`config.mk`:
```
export PLATFORM = sky130hd
export DESIGN_NAME = thunderbird_fsm
export DESIGN_NICKNAME = d
export VERILOG_FILES = /design/src/rtl/thunderbird_pkg.sv /design/src/rtl/tick_generator.sv /design/src/rtl/thunderbird_fsm.sv
export SDC_FILE = /design/constraint.sdc
export NUM_CORES = 1
export LEC_CHECK = 0
export BUFFER_PORTS_ARGS = -buffer_cell sky130_fd_sc_hd__buf_2
export CAP_MARGIN = 25
export CORE_AREA = 2 2 39 41
export CTS_BUF_LIST = sky130_fd_sc_hd__clkbuf_16
export CTS_CLUSTER_SIZE = 24
export DETAILED_ROUTE_END_ITERATION = 16
export DIE_AREA = 0 0 41 43
export SYNTH_ARGS = -nofsm -noshare
export SYNTH_HDL_FRONTEND = slang
export SYNTH_HIERARCHICAL = 1
export SYNTH_SLANG_ARGS = --single-unit
export TNS_END_PERCENT = 1
```
`constraint.sdc`:
```
create_clock -name clock -period 4.1 [get_ports clock]
set_input_delay 0.205 -clock clock [delete_from_list [all_inputs] [get_ports clock]]
set_output_delay 0.205 -clock clock [all_outputs]
set_load 0.01 [all_outputs]
```
`src/rtl/thunderbird_pkg.sv`:
```
// rtl/thunderbird_pkg.sv - shared state encoding, lamp type and decode for the tail-light sequencer
package thunderbird_pkg;

  localparam int TICK_DIV_DEFAULT = 4;

  // IDLE must encode as zero so a cleared state register is a safe state.
  typedef enum logic [2:0] {
    IDLE = 3'd0,
    L1   = 3'd1,
    L2   = 3'd2,
    L3   = 3'd3,
    R1   = 3'd4,
    R2   = 3'd5,
    R3   = 3'd6,
    HAZ  = 3'd7
  } state_t;

  // Lamp image in panel order: left inner..outer, then right inner..outer.
  typedef struct packed {
    logic la;
    logic lb;
    logic lc;
    logic ra;
    logic rb;
    logic rc;
  } lamps_t;

  function automatic logic is_left_seq(state_t st);
    return (st == L1) || (st == L2) || (st == L3);
  endfunction

  function automatic logic is_right_seq(state_t st);
    return (st == R1) || (st == R2) || (st == R3);
  endfunction

  // Sequence pattern for the state, then the brake fills every side that is
  // not currently running a turn sequence (HAZ is already fully lit).
  function automatic lamps_t decode_lamps(state_t st, logic brake);
    lamps_t lp;
    lp = '0;
    case (st)
      L1:  lp.la = 1'b1;
      L2:  begin lp.la = 1'b1; lp.lb = 1'b1; end
      L3:  begin lp.la = 1'b1; lp.lb = 1'b1; lp.lc = 1'b1; end
      R1:  lp.ra = 1'b1;
      R2:  begin lp.ra = 1'b1; lp.rb = 1'b1; end
      R3:  begin lp.ra = 1'b1; lp.rb = 1'b1; lp.rc = 1'b1; end
      HAZ: lp = '1;
      default: lp = '0;
    endcase
    if (brake) begin
      if (!is_left_seq(st)) begin
        lp.la = 1'b1;
        lp.lb = 1'b1;
        lp.lc = 1'b1;
      end
      if (!is_right_seq(st)) begin
        lp.ra = 1'b1;
        lp.rb = 1'b1;
        lp.rc = 1'b1;
      end
    end
    return lp;
  endfunction

endpackage

```
`src/rtl/tick_generator.sv`:
```
// rtl/tick_generator.sv - free-running step counter producing one tick every TICK_DIV cycles
module tick_generator
  import thunderbird_pkg::*;
#(
  parameter int TICK_DIV = TICK_DIV_DEFAULT
) (
  input  logic clock,
  input  logic reset,
  output logic tick
);

  localparam int CW = (TICK_DIV > 2) ? $clog2(TICK_DIV) : 1;
  localparam logic [CW-1:0] LAST = CW'(TICK_DIV - 1);

  logic [CW-1:0] count;

  // Count 0..TICK_DIV-1 and wrap; cleared while reset is low.
  always_ff @(posedge clock or negedge reset) begin
    if (!reset) begin
      count <= '0;
    end else if (count == LAST) begin
      count <= '0;
    end else begin
      count <= count + CW'(1);
    end
  end

  // Tick is high for the single cycle the counter sits on its last value,
  // so the first tick edge after reset release is the TICK_DIV-th one.
  assign tick = (count == LAST);

endmodule

```
`src/rtl/thunderbird_fsm.sv`:
```
// rtl/thunderbird_fsm.sv - Thunderbird tail-light sequencer with brake overlay and hazard
module thunderbird_fsm
  import thunderbird_pkg::*;
#(
  parameter int TICK_DIV = TICK_DIV_DEFAULT
) (
  input  logic clock,
  input  logic reset,
  input  logic B,
  input  logic L,
  input  logic R,
  input  logic H,
  output logic LA,
  output logic LB,
  output logic LC,
  output logic RA,
  output logic RB,
  output logic RC
);

  logic   tick;
  logic   hz;
  state_t state_q;
  state_t state_d;
  lamps_t lamps_q;

  tick_generator #(
    .TICK_DIV (TICK_DIV)
  ) u_tick (
    .clock (clock),
    .reset (reset),
    .tick  (tick)
  );

  // Both turn requests together are treated exactly like the hazard switch.
  assign hz = H | (L & R);

  // State register; only moves when the next-state logic says so.
  always_ff @(posedge clock or negedge reset) begin
    if (!reset) begin
      state_q <= IDLE;
    end else begin
      state_q <= state_d;
    end
  end

  // Next state; requests are only looked at on a tick, otherwise hold.
  always_comb begin
    state_d = state_q;
    if (tick) begin
      case (state_q)
        IDLE: begin
          if (hz) begin
            state_d = HAZ;
          end else if (L) begin
            state_d = L1;
          end else if (R) begin
            state_d = R1;
          end else begin
            state_d = IDLE;
          end
        end
        L1:      state_d = hz ? HAZ : L2;
        L2:      state_d = hz ? HAZ : L3;
        L3:      state_d = hz ? HAZ : IDLE;
        R1:      state_d = hz ? HAZ : R2;
        R2:      state_d = hz ? HAZ : R3;
        R3:      state_d = hz ? HAZ : IDLE;
        HAZ:     state_d = IDLE;
        default: state_d = IDLE;
      endcase
    end
  end

  // Lamp register loads the decode of the upcoming state every cycle, so the
  // lamps move on the same edge as the state and track B one edge later.
  always_ff @(posedge clock or negedge reset) begin
    if (!reset) begin
      lamps_q <= '0;
    end else begin
      lamps_q <= decode_lamps(state_d, B);
    end
  end

  assign LA = lamps_q.la;
  assign LB = lamps_q.lb;
  assign LC = lamps_q.lc;
  assign RA = lamps_q.ra;
  assign RB = lamps_q.rb;
  assign RC = lamps_q.rc;

endmodule

```
==> flow_metrics.py <==
metrics = {
    "sta": {
        "rsz0062_at_grt": "false",
        "finalCritPeriodShare": 0.404,
        "timing.final.ws_setup_ns": 2.44,
        "tns_ns": 0,
        "relSlewSlack": 0.756,
        "max_slew.worst_pin.slew_ns": 0.366,
        "finalSetupViolations": 0,
        "clock_skew_ns": 0.00168,
        "fin_crit_ns": 1.66,
        "slew_violations": 0,
        "fmax_mhz": 604,
        "hold_viol": 0,
    },
    "placed_design": {
        "placed_area_sq_um": 594,
        "place.gp.congestion": 0.680,
        "hpwlAfterDp_um": 631,
        "io_buffers": 11,
        "place_ws_ns": 2.44,
    },
    "worst_setup_path": {
        "cp-end-kind": "flip-flop",
        "cp_num_buf_inv": 1,
        "path_delay_family": "adder cells",
        "slowest_stage": "a221oi_4",
        "cp_data_required_time_ns": 4.22,
        "worstPathCellList": "ha_1 -> inv_1 -> o22ai_1 -> a221oi_4 -> maj3_2 -> nand2_1",
        "regToRegSetupSlack_ns": 2.44,
        "critical_path.max_fanout": 8,
        "worstSetupStartpointType": "flip-flop",
        "max_stage_delay_ns": 0.38,
        "cp.arrival_ns": 1.78,
        "setup.worst_path.class": "reg -> reg",
    },
    "routing": {
        "routed_wl_um": 880,
        "firstDrtPassIters": 2,
        "drt_iter0_drc": 5,
        "vias": 389,
        "viasPerCell": 4.92,
        "antenna_left": 0,
        "wire_per_inst_um": 11.1,
        "route.detailed.drc": 0,
    },
    "cells_and_area": {
        "drive_above_1_share": 0.317,
        "post-route-cell-area_sq_um": 683,
        "nets": 71,
        "num_antenna_cells": 0,
        "area_delta_synth_final_pct": 31.6,
    },
    "synth": {
        "yosysTopAreaCell": "dfrtp_1",
        "synth_cells": 47,
        "yosys_most_used_dff": "dfrtp_1",
        "yosys_register_bits": 11,
        "ys_warn_count": 6,
        "synth_common_cells": "11 x dfrtp_1, 7 x inv_1, 4 x a21oi_1, 4 x nor2_1, 3 x nand2_1",
        "seq_area_frac_synth": 0.530,
        "synth_top_area_share": 0.530,
        "synth_area_per_cell_sq_um": 11.0,
        "ys_types": 21,
        "yosysMostFrequentCell": "dfrtp_1",
        "syn_nets": 54,
        "synth.area.top_cells": "dfrtp_1 53%, a221oi_4 5.1%, inv_1 5.1%, a21oi_1 3.9%, a21oi_4 3.1%",
        "syn_area_sq_um": 519,
        "synth_edf_count": 0,
        "async_reset_ff_frac": 1.00,
    },
    "clocking": {
        "numCtsBuffers": 3,
        "cts_tree": "done",
        "cts.sinks": 11,
        "cts.clk_slew.worst_paths_ns": 0.04,
        "cts_root_buf": "clkbuf_16",
        "clk_latency_ns": 0.24,
        "ctsHoldBuffers": 1,
        "postCtsSetupBuffers": 0,
        "ctsLongestPathBuffers": 2,
        "cts_resized": 0,
        "cts_max_level": 1,
    },
    "power_and_ir_drop": {
        "switching_share": 0.317,
        "p_sw_uw": 165,
        "p_seq_frac": 0.337,
        "combPwrFrac": 0.329,
        "ir_drop_uv": 394,
        "p_int_uw": 355,
        "p_leak_uw": 0.000299,
        "power_density_mw_per_mm2": 761,
        "clkPwrFrac": 0.334,
    },
    "global_route": {
        "grt_pass1_wl_um": 1520,
        "antenna_found_initial": 0,
        "grt_usage": 0.136,
        "grt_max_degree": 12,
        "grt_pass1_vias": 390,
        "grt_overflow": 0,
    },
    "die": {
        "core_sq_mm": 0.00138,
        "rows": 14,
        "dieArea_sq_mm": 0.00176,
        "die_h_um": 43,
        "die_width_um": 41,
        "ios": 12,
        "initial_core_util": 0.375,
    },
    "run_status": {
        "status": "completed",
    },
    "hold_path": {
        "hold_path.class": "in -> reg",
    },
    "flow_run": {
        "drv_cap": 0,
    },
}
## power by group through the flow
stage / combinational (uW) / sequential (uW) / clock (uW)
4_1_cts: 174 / 176 / 177
6_report: 171 / 175 / 174
2_1_floorplan: 111 / 189 / 0
5_1_grt: 193 / 182 / 182
3_3_place_gp: 170 / 177 / 0
3_5_place_dp: 172 / 177 / 0
## state kept, by name (all words and copies together) (netlist names)
| register | flops |
|---|---|
| RC | 1 |
| RA | 1 |
| u_tick/count | 2 |
| state_q | 3 |
| LB | 1 |
| LC | 1 |
| LA | 1 |
| RB | 1 |
## metrics by stage
stage | power, uW | instances | hold WS [ns] | utilization
6_report | 520 | 79 | 0.212 | 0.494
5_1_grt | 558 | 79 | 0.247 | 0.494
4_1_cts | 527 | 79 | 0.204 | 0.494
3_5_place_dp | 349 | 74 | 0.0828 | 0.429
3_3_place_gp | 347 | 74 | 0.0805 | 0.429
2_1_floorplan | 299 | 47 | -0.0906 | -
## worst reg2reg max path, cell delays in order, from the launching register on
cell	delay, ns
dfrtp_1	0.37
ha_1	0.28
inv_1	0.08
o22ai_1	0.10
a221oi_4	0.38
maj3_2	0.28
nand2_1	0.05
## logic make-up (layout without fill, tap and decap cells)
logic type,count (synthesis),count (layout),synth area share
AND/OR/NAND/NOR,11,11,0.0988
flip-flops,11,11,0.530
adder cells (fa/ha/maj),2,2,0.0458
AO/OA/AOI/OAI,16,16,0.275
buffers and inverters,7,23,0.0506
## cell usage in the layout (no fill, tap or decap), drive strengths merged
cell type	instances
maj3	1
ha	1
a211oi	1
nand2	3
dfrtp	11
a2bb2oi	1
a31oi	1
o21bai	1
nand2b	2
buf	11
dlygate4sd3	1
a221oi	1
a21oi	6
inv	8
nor4	1
o2bb2ai	1
o21ai	2
nor2	4
clkbuf	3
and2	1
o22ai	2
## layer usage
layer,global-route usage,vias up,share of wire
met1,0.166,179,0.43
li1,-,196,-
met4,0.100,0,0.039
met2,0.200,9,0.49
met3,0.0314,5,0.047
met5,0,-,0
## cell type report
type                       instances  area (sq um)
clock buffer                       3          75.1
clock inverter                     1          3.75
tap                               16          20.0
sequential                        11           275
fill                             127           701
timing repair buffer              12          65.1
inverter                           7          26.3
multi-input combinational         29           218
## path summary, 6_finish.rpt
kind | startpoint | to | depth (start not counted)
worst min-delay path | B | LA | 3
worst max-delay path | u_tick/count[0] | LA | 6
min in group asynchronous | reset | state_q[0] | 2
worst min register to register | u_tick/count[0] | u_tick/count[0] | 1
worst max register to register | u_tick/count[0] | LA | 6
max in group asynchronous | reset | state_q[2] | 2
No activity file was read; power rests on OpenSTA's default activity.
